--- config.mk ---
export PLATFORM = sky130hd
export DESIGN_NAME = dab_sequencer_flat
export DESIGN_NICKNAME = d
export VERILOG_FILES = /design/src/rtl/dab_sequencer_pkg.sv /design/src/rtl/dab_sequencer_if.sv /design/src/rtl/dab_sym_clamp.sv /design/src/rtl/dab_sequencer.sv /design/src/flat_wrapper.sv
export SDC_FILE = /design/constraint.sdc
export NUM_CORES = 1
export LEC_CHECK = 0
export CORE_MARGIN = 1.5
export CORE_UTILIZATION = 58
export DETAILED_ROUTE_END_ITERATION = 8
export PLACE_DENSITY = 0.92
export SLEW_MARGIN = 25
export SYNTH_ARGS = -nofsm -noshare
export SYNTH_HDL_FRONTEND = slang
export SYNTH_HIERARCHICAL = 1
export SYNTH_SLANG_ARGS = --single-unit
--- constraint.sdc ---
create_clock -name clk -period 8.9 [get_ports clk]
set_input_delay 0.89 -clock clk [delete_from_list [all_inputs] [get_ports clk]]
set_output_delay 0.89 -clock clk [all_outputs]
set_load 0.02 [all_outputs]
--- src/rtl/dab_sequencer_pkg.sv ---
// Shared types and constants for the DAB start-up/shutdown sequencer.
// Bus voltages are signed Q20.17; actuator commands are 9-bit signed.
package dab_pkg;
    localparam int BITS_INT  = 20;
    localparam int BITS_FRAC = 17;
    localparam int VW        = BITS_INT + BITS_FRAC + 1;
    localparam int TAU_W     = 9;
    localparam int LIM_W     = 8;
    localparam int CNT_W     = 16;
    localparam logic [LIM_W-1:0] LIM_MAX = 8'd255;

    typedef enum logic [2:0] {
        ST_IDLE      = 3'd0,
        ST_PRECHARGE = 3'd1,
        ST_SOFTSTART = 3'd2,
        ST_RUN       = 3'd3,
        ST_STOPPING  = 3'd4,
        ST_FAULT     = 3'd5
    } state_t;

    localparam logic [1:0] FC_NONE    = 2'd0;
    localparam logic [1:0] FC_VDC1    = 2'd1;
    localparam logic [1:0] FC_VDC2    = 2'd2;
    localparam logic [1:0] FC_TIMEOUT = 2'd3;
endpackage

--- src/rtl/dab_sequencer_if.sv ---
// Controller/actuator-side bundle of the sequencer. There is no valid/ready
// handshake: trigger is a one-cycle period strobe and outputs are level signals.
interface dab_sequencer_if;
    import dab_pkg::*;

    logic                    CE;
    logic                    start;
    logic                    stop;
    logic                    clear;
    logic                    trigger;
    logic signed [VW-1:0]    Vdc1;
    logic signed [VW-1:0]    Vdc2;
    logic signed [TAU_W-1:0] tau1_cmd;
    logic signed [TAU_W-1:0] tau2_cmd;
    logic signed [TAU_W-1:0] phi_cmd;
    logic signed [TAU_W-1:0] tau1;
    logic signed [TAU_W-1:0] tau2;
    logic signed [TAU_W-1:0] phi;
    logic                    gate_en;
    logic [2:0]              state;
    logic                    fault;
    logic [1:0]              fault_code;

    modport master (
        output CE, start, stop, clear, trigger, Vdc1, Vdc2,
               tau1_cmd, tau2_cmd, phi_cmd,
        input  tau1, tau2, phi, gate_en, state, fault, fault_code
    );

    modport slave (
        input  CE, start, stop, clear, trigger, Vdc1, Vdc2,
               tau1_cmd, tau2_cmd, phi_cmd,
        output tau1, tau2, phi, gate_en, state, fault, fault_code
    );
endinterface

--- src/rtl/dab_sym_clamp.sv ---
// Combinational symmetric clamp of a 9-bit signed command to [-lim, +lim].
// Comparison is done at 10 bits so cmd=-256 with lim=255 yields -255.
module dab_sym_clamp
    import dab_pkg::*;
(
    input  logic signed [TAU_W-1:0] cmd_i,
    input  logic [LIM_W-1:0]        lim_i,
    output logic signed [TAU_W-1:0] out_o
);
    logic signed [TAU_W:0] cmd_x;
    logic signed [TAU_W:0] pos_x;
    logic signed [TAU_W:0] neg_x;
    logic signed [TAU_W:0] res_x;

    assign cmd_x = {cmd_i[TAU_W-1], cmd_i};
    assign pos_x = {2'b00, lim_i};
    assign neg_x = -pos_x;

    always_comb begin
        res_x = cmd_x;
        if (cmd_x > pos_x)      res_x = pos_x;
        else if (cmd_x < neg_x) res_x = neg_x;
    end

    // Result lies in [-255, 255], so dropping the extra sign bit is lossless.
    assign out_o = res_x[TAU_W-1:0];
endmodule

--- src/rtl/dab_sequencer.sv ---
// Start-up/shutdown sequencer between the DAB controller and PWM actuator:
// precharge check, soft-start ramp, run, controlled stop and voltage trips.
module dab_sequencer
    import dab_pkg::*;
#(
    parameter logic signed [VW-1:0] VIN_MIN  = 38'sd200 <<< BITS_FRAC,
    parameter logic signed [VW-1:0] VIN_MAX  = 38'sd450 <<< BITS_FRAC,
    parameter logic signed [VW-1:0] VOUT_MAX = 38'sd450 <<< BITS_FRAC,
    parameter int unsigned PRECHARGE_PERIODS = 100,
    parameter int unsigned TIMEOUT_PERIODS   = 10000,
    parameter int unsigned STEP              = 1
) (
    input  logic          clk,
    input  logic          rst,
    dab_sequencer_if.slave bus
);
    localparam logic [CNT_W-1:0] PRE_N  = CNT_W'(PRECHARGE_PERIODS);
    localparam logic [CNT_W-1:0] TO_N   = CNT_W'(TIMEOUT_PERIODS);
    localparam logic [LIM_W-1:0] STEP_L = LIM_W'(STEP);

    state_t                  state_q;
    logic [LIM_W-1:0]        lim_q;
    logic [CNT_W-1:0]        ok_cnt_q;
    logic [CNT_W-1:0]        to_cnt_q;
    logic signed [TAU_W-1:0] tau1_q, tau2_q, phi_q;
    logic                    gate_en_q;
    logic                    fault_q;
    logic [1:0]              fault_code_q;

    logic [LIM_W:0]          lim_sum;
    logic [LIM_W-1:0]        lim_inc, lim_dec, lim_d;
    logic [CNT_W-1:0]        ok_cnt_d, to_cnt_d;
    logic signed [TAU_W-1:0] tau1_cl, tau2_cl, phi_cl;
    logic                    trip1, trip2, active, drop, outs_zero;

    assign lim_sum  = {1'b0, lim_q} + {1'b0, STEP_L};
    assign lim_inc  = lim_sum[LIM_W] ? LIM_MAX : lim_sum[LIM_W-1:0];
    assign lim_dec  = (lim_q > STEP_L) ? (lim_q - STEP_L) : '0;
    assign lim_d    = (state_q == ST_STOPPING) ? lim_dec : lim_inc;
    assign ok_cnt_d = (bus.Vdc1 >= VIN_MIN) ? (ok_cnt_q + 1'b1) : '0;
    assign to_cnt_d = to_cnt_q + 1'b1;

    assign trip1     = bus.Vdc1 > VIN_MAX;
    assign trip2     = bus.Vdc2 > VOUT_MAX;
    assign active    = (state_q != ST_IDLE) && (state_q != ST_FAULT);
    assign drop      = bus.stop || !bus.start;
    assign outs_zero = (tau1_q == '0) && (tau2_q == '0) && (phi_q == '0);

    // Clamps always see the limit that this period will store.
    dab_sym_clamp u_clamp_tau1 (.cmd_i(bus.tau1_cmd), .lim_i(lim_d), .out_o(tau1_cl));
    dab_sym_clamp u_clamp_tau2 (.cmd_i(bus.tau2_cmd), .lim_i(lim_d), .out_o(tau2_cl));
    dab_sym_clamp u_clamp_phi  (.cmd_i(bus.phi_cmd),  .lim_i(lim_d), .out_o(phi_cl));

    always_ff @(posedge clk or negedge rst) begin
        if (!rst) begin
            state_q      <= ST_IDLE;
            lim_q        <= '0;
            ok_cnt_q     <= '0;
            to_cnt_q     <= '0;
            tau1_q       <= '0;
            tau2_q       <= '0;
            phi_q        <= '0;
            gate_en_q    <= 1'b0;
            fault_q      <= 1'b0;
            fault_code_q <= FC_NONE;
        end else if (bus.CE) begin
            if (active && (trip1 || trip2)) begin
                // Trips act on any enabled cycle, without waiting for a period.
                state_q      <= ST_FAULT;
                fault_q      <= 1'b1;
                fault_code_q <= trip1 ? FC_VDC1 : FC_VDC2;
                gate_en_q    <= 1'b0;
                lim_q        <= '0;
                tau1_q       <= '0;
                tau2_q       <= '0;
                phi_q        <= '0;
            end else begin
                unique case (state_q)
                    ST_IDLE: begin
                        if (bus.start && !bus.stop) begin
                            state_q  <= ST_PRECHARGE;
                            ok_cnt_q <= '0;
                            to_cnt_q <= '0;
                        end
                    end
                    ST_PRECHARGE: begin
                        if (drop) begin
                            state_q <= ST_IDLE;
                        end else if (bus.trigger) begin
                            ok_cnt_q <= ok_cnt_d;
                            to_cnt_q <= to_cnt_d;
                            if (ok_cnt_d == PRE_N) begin
                                state_q   <= ST_SOFTSTART;
                                lim_q     <= '0;
                                gate_en_q <= 1'b1;
                            end else if (to_cnt_d == TO_N) begin
                                state_q      <= ST_FAULT;
                                fault_q      <= 1'b1;
                                fault_code_q <= FC_TIMEOUT;
                            end
                        end
                    end
                    ST_SOFTSTART: begin
                        if (drop) begin
                            state_q <= ST_STOPPING;
                        end else if (bus.trigger) begin
                            if (lim_q == LIM_MAX) begin
                                state_q <= ST_RUN;
                                tau1_q  <= bus.tau1_cmd;
                                tau2_q  <= bus.tau2_cmd;
                                phi_q   <= bus.phi_cmd;
                            end else begin
                                lim_q  <= lim_d;
                                tau1_q <= tau1_cl;
                                tau2_q <= tau2_cl;
                                phi_q  <= phi_cl;
                            end
                        end
                    end
                    ST_RUN: begin
                        if (drop) begin
                            state_q <= ST_STOPPING;
                        end else if (bus.trigger) begin
                            tau1_q <= bus.tau1_cmd;
                            tau2_q <= bus.tau2_cmd;
                            phi_q  <= bus.phi_cmd;
                        end
                    end
                    ST_STOPPING: begin
                        if (lim_q == '0 && outs_zero) begin
                            state_q   <= ST_IDLE;
                            gate_en_q <= 1'b0;
                        end else if (bus.trigger) begin
                            lim_q  <= lim_d;
                            tau1_q <= tau1_cl;
                            tau2_q <= tau2_cl;
                            phi_q  <= phi_cl;
                        end
                    end
                    ST_FAULT: begin
                        if (bus.clear && !bus.start) begin
                            state_q      <= ST_IDLE;
                            fault_q      <= 1'b0;
                            fault_code_q <= FC_NONE;
                        end
                    end
                    default: begin
                        state_q   <= ST_IDLE;
                        gate_en_q <= 1'b0;
                    end
                endcase
            end
        end
    end

    assign bus.tau1       = tau1_q;
    assign bus.tau2       = tau2_q;
    assign bus.phi        = phi_q;
    assign bus.gate_en    = gate_en_q;
    assign bus.state      = state_q;
    assign bus.fault      = fault_q;
    assign bus.fault_code = fault_code_q;
endmodule

--- src/flat_wrapper.sv ---
// flat-port wrapper written by rule: the top's interface ports become plain ports
module dab_sequencer_flat import dab_pkg::*;
#(
    parameter logic signed [VW-1:0] VIN_MIN  = 38'sd200 <<< BITS_FRAC,
    parameter logic signed [VW-1:0] VIN_MAX  = 38'sd450 <<< BITS_FRAC,
    parameter logic signed [VW-1:0] VOUT_MAX = 38'sd450 <<< BITS_FRAC,
    parameter int unsigned PRECHARGE_PERIODS = 100,
    parameter int unsigned TIMEOUT_PERIODS   = 10000,
    parameter int unsigned STEP              = 1
)
  (clk, rst, bus_CE, bus_start, bus_stop, bus_clear, bus_trigger, bus_Vdc1, bus_Vdc2, bus_tau1_cmd, bus_tau2_cmd, bus_phi_cmd, bus_tau1, bus_tau2, bus_phi, bus_gate_en, bus_state, bus_fault, bus_fault_code);
  dab_sequencer_if bus_i ();
  input  logic clk;
  input  logic rst;
  input wire logic [$bits(bus_i.CE)-1:0] bus_CE;
  input wire logic [$bits(bus_i.start)-1:0] bus_start;
  input wire logic [$bits(bus_i.stop)-1:0] bus_stop;
  input wire logic [$bits(bus_i.clear)-1:0] bus_clear;
  input wire logic [$bits(bus_i.trigger)-1:0] bus_trigger;
  input wire logic [$bits(bus_i.Vdc1)-1:0] bus_Vdc1;
  input wire logic [$bits(bus_i.Vdc2)-1:0] bus_Vdc2;
  input wire logic [$bits(bus_i.tau1_cmd)-1:0] bus_tau1_cmd;
  input wire logic [$bits(bus_i.tau2_cmd)-1:0] bus_tau2_cmd;
  input wire logic [$bits(bus_i.phi_cmd)-1:0] bus_phi_cmd;
  output wire logic [$bits(bus_i.tau1)-1:0] bus_tau1;
  output wire logic [$bits(bus_i.tau2)-1:0] bus_tau2;
  output wire logic [$bits(bus_i.phi)-1:0] bus_phi;
  output wire logic [$bits(bus_i.gate_en)-1:0] bus_gate_en;
  output wire logic [$bits(bus_i.state)-1:0] bus_state;
  output wire logic [$bits(bus_i.fault)-1:0] bus_fault;
  output wire logic [$bits(bus_i.fault_code)-1:0] bus_fault_code;
  assign bus_i.CE = bus_CE;
  assign bus_i.start = bus_start;
  assign bus_i.stop = bus_stop;
  assign bus_i.clear = bus_clear;
  assign bus_i.trigger = bus_trigger;
  assign bus_i.Vdc1 = bus_Vdc1;
  assign bus_i.Vdc2 = bus_Vdc2;
  assign bus_i.tau1_cmd = bus_tau1_cmd;
  assign bus_i.tau2_cmd = bus_tau2_cmd;
  assign bus_i.phi_cmd = bus_phi_cmd;
  assign bus_tau1 = bus_i.tau1;
  assign bus_tau2 = bus_i.tau2;
  assign bus_phi = bus_i.phi;
  assign bus_gate_en = bus_i.gate_en;
  assign bus_state = bus_i.state;
  assign bus_fault = bus_i.fault;
  assign bus_fault_code = bus_i.fault_code;
  dab_sequencer #(.VIN_MIN(VIN_MIN), .VIN_MAX(VIN_MAX), .VOUT_MAX(VOUT_MAX), .PRECHARGE_PERIODS(PRECHARGE_PERIODS), .TIMEOUT_PERIODS(TIMEOUT_PERIODS), .STEP(STEP)) u_core (.clk(clk), .rst(rst), .bus(bus_i));
endmodule
; Yosys cells after proc, flatten, opt, wreduce, memory -nomap -nowiden
; Cells that the tools add are included.
[word_totals]
reg_bits = 74
input_bits = 110
output_inout_bits = 34
wordCells = 175
[op_classes]
add_sub_neg = 5
n_lt_le_gt_ge = 10
n_eq_ne = 33
muxes = 88
n_bitwise = 1
n_reduce_logical = 28
[op_table]
columns = cell, n
row1 = 9-bit two-way mux, 30
row2 = 16-bit two-way mux, 6
row3 = 8-bit two-way mux, 12
row4 = 9-bit one-hot mux with 3 select lines, 3
row5 = 38-bit by 27-bit greater-than comparator with 1-bit output (second input constant), 2
row6 = 16-bit one-hot mux with 2 select lines, 2
row7 = 38-bit by 26-bit greater-or-equal comparator with 1-bit output (second input constant), 1
row8 = 3-bit two-way mux, 12
row9 = 16-bit by 1-bit adder with 16-bit output (second input constant), 2
row10 = 9-bit by 10-bit less-than comparator with 1-bit output, 3
row11 = 9-bit greater-than comparator, 3
row12 = 9-bit logical NOT, 3
row13 = 8-bit one-hot mux with 3 select lines, 1
row14 = 3-bit inequality test (second input constant), 7
row15 = 3-bit one-hot mux with 6 select lines, 1
row16 = 16-bit by 14-bit == test with 1-bit output (second input constant), 1
row17 = 16-bit by 7-bit == test with 1-bit output (second input constant), 1
row18 = 3-bit by 1-bit inequality test with 1-bit output (second input constant), 5
row19 = 3-bit by 2-bit inequality test with 1-bit output (second input constant), 5
row20 = 2-bit two-way mux, 7
row21 = 6-bit AND reduction, 2
row22 = 1-bit two-way mux, 11
row23 = 8-bit negator with 10-bit output, 1
row24 = 10-bit AND reduction, 1
row25 = other kinds (28), 43

; Longest topological paths before layout
[logic_depth]
depth_word = 12
depth_mapped = 23
ltp_nobuf = 21

; Cells and area by module
; Netlist, hierarchy kept.
[by_module_without_submodules]
columns = mod, n_inst, cells_each, area_per_inst_um2, seq_area_each_um2
row1 = dab_sequencer, 1, 615, 5187.5, 1851.8
row2 = dab_sym_clamp, 3, 103, 779.5, 0.0

; Worst setup path after synthesis
; OpenSTA, ideal clock, no wires.
[synth_timing]
path_kind = register to register
from = register u_core.state_q[1], in the netlist u_core/bus.state[1]
to = register u_core.tau2_q[7], in the netlist u_core/bus.tau2[7]
setup_time_ps = 125
arrival_time_ps = 5402
t_required_ps = 8775
slack_ps = 3374
path_stages_with_launch = 21
n_path_buf = 2
period_less_slack_ps = 5526
path_cell_list = dfrtp_1 clkbuf_1 inv_1 nand3_1 clkbuf_1 nor2_1 a31o_2 a211oi_1 inv_1 nand2_1 nor2_1 xnor2_1 ha_1 a21oi_1 a311oi_2 a211oi_4 mux2_2 o22a_1 nand2_1 a21oi_1 mux2_2
[synth_via]
elab_chain_cells = 11
elab_cells_between_ends = 28
classes_between = add/sub (1) / order compare (2) / eq/ne (10) / mux (10) / reduce/logical (5)
[synth_lines]
columns = item, line_no
row1 = from (decl), dab_sequencer.sv:21  ; state_t state_q;
row2 = from (signal assigned), dab_sequencer.sv:56  ; state_q <= ST_IDLE;
row3 = from (signal assigned), dab_sequencer.sv:69  ; state_q <= ST_FAULT;
row4 = from (signal assigned), dab_sequencer.sv:81  ; state_q <= ST_PRECHARGE;
row5 = 3-bit == test *, dab_sequencer.sv:39  ; assign lim_d = (state_q == ST_STOPPING) ? lim_dec : lim_inc;
row6 = 8-bit two-way mux *, dab_sequencer.sv:39
row7 = via u_core.lim_d[2], dab_sequencer.sv:31  ; logic [LIM_W-1:0] lim_inc, lim_dec, lim_d;
row8 = 8-bit negator with 10-bit output, dab_sym_clamp.sv:17  ; assign neg_x = -pos_x;
row9 = 9-bit by 10-bit less-than comparator with 1-bit output, dab_sym_clamp.sv:22  ; else if (cmd_x < neg_x) res_x = neg_x;
row10 = 9-bit two-way mux, dab_sym_clamp.sv:22
row11 = 9-bit two-way mux *, dab_sym_clamp.sv:21  ; if (cmd_x > pos_x) res_x = pos_x;
row12 = via u_core.tau2_cl[7], dab_sequencer.sv:33  ; logic signed [TAU_W-1:0] tau1_cl, tau2_cl, phi_cl;
row13 = 9-bit two-way mux, dab_sequencer.sv:107  ; if (lim_q == LIM_MAX) begin
row14 = 9-bit two-way mux, dab_sequencer.sv:106  ; end else if (bus.trigger) begin
row15 = 9-bit two-way mux, dab_sequencer.sv:104  ; if (drop) begin
row16 = 9-bit one-hot mux with 3 select lines *, dab_sequencer.sv:78  ; unique case (state_q)
row17 = 9-bit two-way mux *, dab_sequencer.sv:67  ; if (active && (trip1 || trip2)) begin
row18 = to (signal assigned), dab_sequencer.sv:110  ; tau2_q <= bus.tau2_cmd;
row19 = to (signal assigned), dab_sequencer.sv:115  ; tau2_q <= tau2_cl;
row20 = to (signal assigned), dab_sequencer.sv:125  ; tau2_q <= bus.tau2_cmd;
row21 = to (decl), dab_sequencer.sv:25  ; logic signed [TAU_W-1:0] tau1_q, tau2_q, phi_q;
; Mark *: on every way through the listed nets, which the timed path passes. The rest lies on a longest branch. The select of a mux whose other input is x is not followed.
; A chain may end at the register's enable or synchronous reset.

; Worst setup path in the final report
[layout_timing]
from = register u_core.lim_q[2]
to = register u_core.phi_q[7], in the netlist u_core/bus.phi[7]
[layout_via]
elab_chain_cells = 12
elab_cells_between_ends = 23
classes_between = add/sub (3) / order compare (3) / eq/ne (2) / mux (12) / reduce/logical (3)
[layout_lines]
columns = item, line_no
row1 = from (decl), dab_sequencer.sv:22  ; logic [LIM_W-1:0] lim_q;
row2 = from (signal assigned), dab_sequencer.sv:113  ; lim_q <= lim_d;
row3 = from (signal assigned), dab_sequencer.sv:134  ; lim_q <= lim_d;
row4 = "8-bit by 1-bit adder with 9-bit output, or another cell as far along", dab_sequencer.sv:36  ; assign lim_sum = {1'b0, lim_q} + {1'b0, STEP_L};
row5 = "8-bit two-way mux, on equally long branches", "dab_sequencer.sv:37, dab_sequencer.sv:38"
row6 = 8-bit two-way mux *, dab_sequencer.sv:39
row7 = via u_core.lim_d[4], dab_sequencer.sv:31
row8 = 8-bit negator with 10-bit output, dab_sym_clamp.sv:17
row9 = 9-bit by 10-bit less-than comparator with 1-bit output, dab_sym_clamp.sv:22
row10 = 9-bit two-way mux, dab_sym_clamp.sv:22
row11 = 9-bit two-way mux *, dab_sym_clamp.sv:21
row12 = via u_core.phi_cl[7], dab_sequencer.sv:33
row13 = 9-bit two-way mux, dab_sequencer.sv:107
row14 = 9-bit two-way mux, dab_sequencer.sv:106
row15 = 9-bit two-way mux, dab_sequencer.sv:104
row16 = 9-bit one-hot mux with 3 select lines *, dab_sequencer.sv:78
row17 = 9-bit two-way mux *, dab_sequencer.sv:67
row18 = to (signal assigned), dab_sequencer.sv:111  ; phi_q <= bus.phi_cmd;
row19 = to (signal assigned), dab_sequencer.sv:116  ; phi_q <= phi_cl;
row20 = to (signal assigned), dab_sequencer.sv:126  ; phi_q <= bus.phi_cmd;
row21 = to (decl), dab_sequencer.sv:25
; Marks and branches as above.

==> impl_metrics.ini <==
[status]
run_status = finished clean

[sta]
tightest_slew_ps = 989
period_share_pct = 68.3
max_freq_mhz = 165
finalSetupViolations = 0
rsz0062_at_grt = false
finalSetupTns_ps = 0
finalClockSkew_ps = 9.60
slew_violations = 0
fin_hold_ws_ps = 502
hold_viol = 0
slew_headroom_pct = 33.9
min_period_ps = 6080

[synthesis]
syn_nets = 1091
syn-cell-area_mm2 = 0.00753
synth_cell_types = 80
synth.most_common_cell = nand2_1
avgSynthCellArea_um2 = 8.14
ys_top_cells_by_count = nand2_1, dfrtp_1, a21oi_1, nor2_1, ha_1
synthFlopType = dfrtp_1
yosysWarnings = 6
synthArstFlopShare_pct = 100
synth_edf_count = 0
yosys.area.top_type = dfrtp_1
ys_seq_area_share_pct = 24.6
ys_top_cells_by_area = dfrtp_1, ha_1, mux2_2
ys_ff_latch = 74
netlist_instances = 924
yosysTopAreaCellShare_pct = 24.6

[global_routing]
grt_antenna_before_repair = 0
grt_max_degree = 75
use_met2_pct = 59.5
busiest_layer = met2
grtUsageMet1_pct = 43.0
grt-ovfl-total = 0
grt_pass1_wl_mm = 38.6
met3_usage_pct = 9.01
grt_usage_pct = 35.8
grt_pass1_vias = 7973

[cts]
path_clk_slew_ps = 60
cts_buffers = 9
clock_latency_ps = 360
hold_buffers = 0
cts_tree = yes
clock-sinks = 74
cts_resized = 0
cts_htree_levels = 3
post_cts_buffers = 0
cts_root_buffer = clkbuf_16
cts_max_path_buffers = 2

[worst_setup_path]
cp.required_ps = 9140
timing.critical_path.to = u_core/bus.phi[7]$_DFFE_PN0P_
cp-startpoint = u_core/lim_q[2]$_DFFE_PN0P_
critPathCaptureType = flip-flop
worstSetupStartpointType = flip-flop
rrSetupSlack_ps = 2820
crit-reg2reg-capture = u_core/bus.phi[7]$_DFFE_PN0P_
rr_worst_depth = 19
worstPathArrival_ps = 6310
path_max_fanout = 16
max_stage_delay_ps = 650
r2r-start = u_core/lim_q[2]$_DFFE_PN0P_
worst-setup-path-type = flip-flop to flip-flop
cp_slowest_cell = nor3_1
crit_path_cell_trace = or4_4 > or3_4 > nor3_1 > a211oi_1 > buf_4 > nor4_1 > nand2_1 > nor2_1 > nand2b_1 > ha_1 > a21o_1 > a211oi_1 > mux2i_1 > a211oi_4 > mux2_2 > o22a_1 > nand2_1 > a21oi_1 > mux2_2

[power]
ir_drop_mv = 0.162
p_leak_nw = 3.85
power_density_mw_per_mm2 = 311

[place]
dpl.cell_count = 1207
dp_hpwl_mm = 17.1
gp_congestion = 0.952
portBuffers = 143
placed_cell_area_mm2 = 0.00901

[floorplanning]
ios = 144
die_h_um = 117
initial_utilization_pct = 59.6
die_x_um = 117
coreArea_mm2 = 0.0126
std_cell_rows = 41
die-area_mm2 = 0.0137

[detailed_routing]
via_per_inst = 6.73
wl_mm = 23.8
ant_nets = 0
routedWlPerCell_um = 19.5
drt_first_pass_iters = 7
drc = 0
via_count = 8234
drt_iter0_drc = 925

[final_layout]
fin_area_mm2 = 0.00933
stdcell_count = 1223
layout-drive-gt1-share_pct = 9.42
syn_to_final_growth_pct = 23.9
fin_nets = 1214
n_antenna_cell = 0
final_util_pct = 73.9

[worst_hold_path]
worstHoldStart = u_core/bus.fault_code[0]$_DFFE_PN0P_
hold_class = flip-flop to flip-flop

[flow_run]
maxCapViolations = 0
cells by family (layout without fill, tap and decap cells):
group / count (synthesis) / in the layout / share of synthesized area, %
simple gates: 363 / 363 / 25.4
compound gates: 262 / 262 / 24.4
buf+inv: 93 / 220 / 5.72
flops: 74 / 74 / 24.6
mux: 61 / 61 / 8.83
fa+ha+maj: 57 / 57 / 9.48
xor+xnor: 14 / 14 / 1.63
sequential cells by signal, indices dropped and copies added (netlist names):
name	flops
u_core/lim_q	8
u_core/bus.fault_code	2
u_core/ok_cnt_q	16
u_core/bus.tau1	9
u_core/bus.gate_en	1
u_core/bus.phi	9
u_core/to_cnt_q	16
u_core/bus.tau2	9
u_core/bus.state	3
u_core/bus.fault	1
metal layers:
metal  routed length, um  share of wire, %
met4                 893               3.8
met1                9290                39
met5                   0                 0
met3                2190               9.2
met2               11400                48
through the flow:
step | power (mW) | setup slack (ps)
detailed placement | 2.45 | 3020
finish | 2.90 | 2820
global route | 3.09 | 2510
CTS | 2.83 | 3020
floorplan | 1.92 | 3370
global placement | 2.37 | 3310
worst min-delay path by stage:
stage | slack [ps] | cells past startpoint | endpoint
finish | 500 | 1 | u_core/bus.fault_code[0]$_DFFE_PN0P_
global route | 530 | 1 | u_core/bus.fault_code[0]$_DFFE_PN0P_
CTS | 500 | 1 | u_core/ok_cnt_q[15]$_DFFE_PN0P_
detailed placement | 490 | 1 | u_core/ok_cnt_q[15]$_DFFE_PN0P_
global placement | 480 | 1 | u_core/bus.fault_code[0]$_DFFE_PN0P_
floorplan | 460 | 1 | u_core/ok_cnt_q[15]$_DFFE_PN0P_
layout by cell type (no fill, tap or decap), drive strengths merged, types with 18 or more instances in the layout:
master           n
inv             55
nand2          120
o21ai           56
ha              57
a21oi           63
o31ai           20
mux2            43
nand3           26
nand4           27
mux2i           18
dfrtp           74
nor3            23
nor4            29
clkdlybuf4s50  142
nor2            60
worst max-delay path: cells and delay by family (launching register included):
| family | cells | cell delay, ps |
|---|---|---|
| and+or+nand+nor | 8 | 2560 |
| AOI/OAI and AO/OA | 6 | 1540 |
| muxes | 3 | 860 |
| DFF | 1 | 500 |
| buffers and inverters | 1 | 240 |
| adders and majority gates | 1 | 240 |
layout make-up:
type | instances | area [um^2]
repair buffers | 150 | 1490
clock inverters | 3 | 25.0
flip-flops and latches | 74 | 1850
inverters | 55 | 206
clock buffers | 12 | 256
fillers | 940 | 3290
multi-input cells | 757 | 5280
well taps | 172 | 215
report_power, final:
part           internal (mW)  leakage [nW]  switching [mW]
sequential             0.411         0.986          0.0874
combinational          0.866          2.73            1.18
clock                  0.204         0.135           0.152
total                   1.48          3.85            1.42
(Power assumes the default switching activity.)
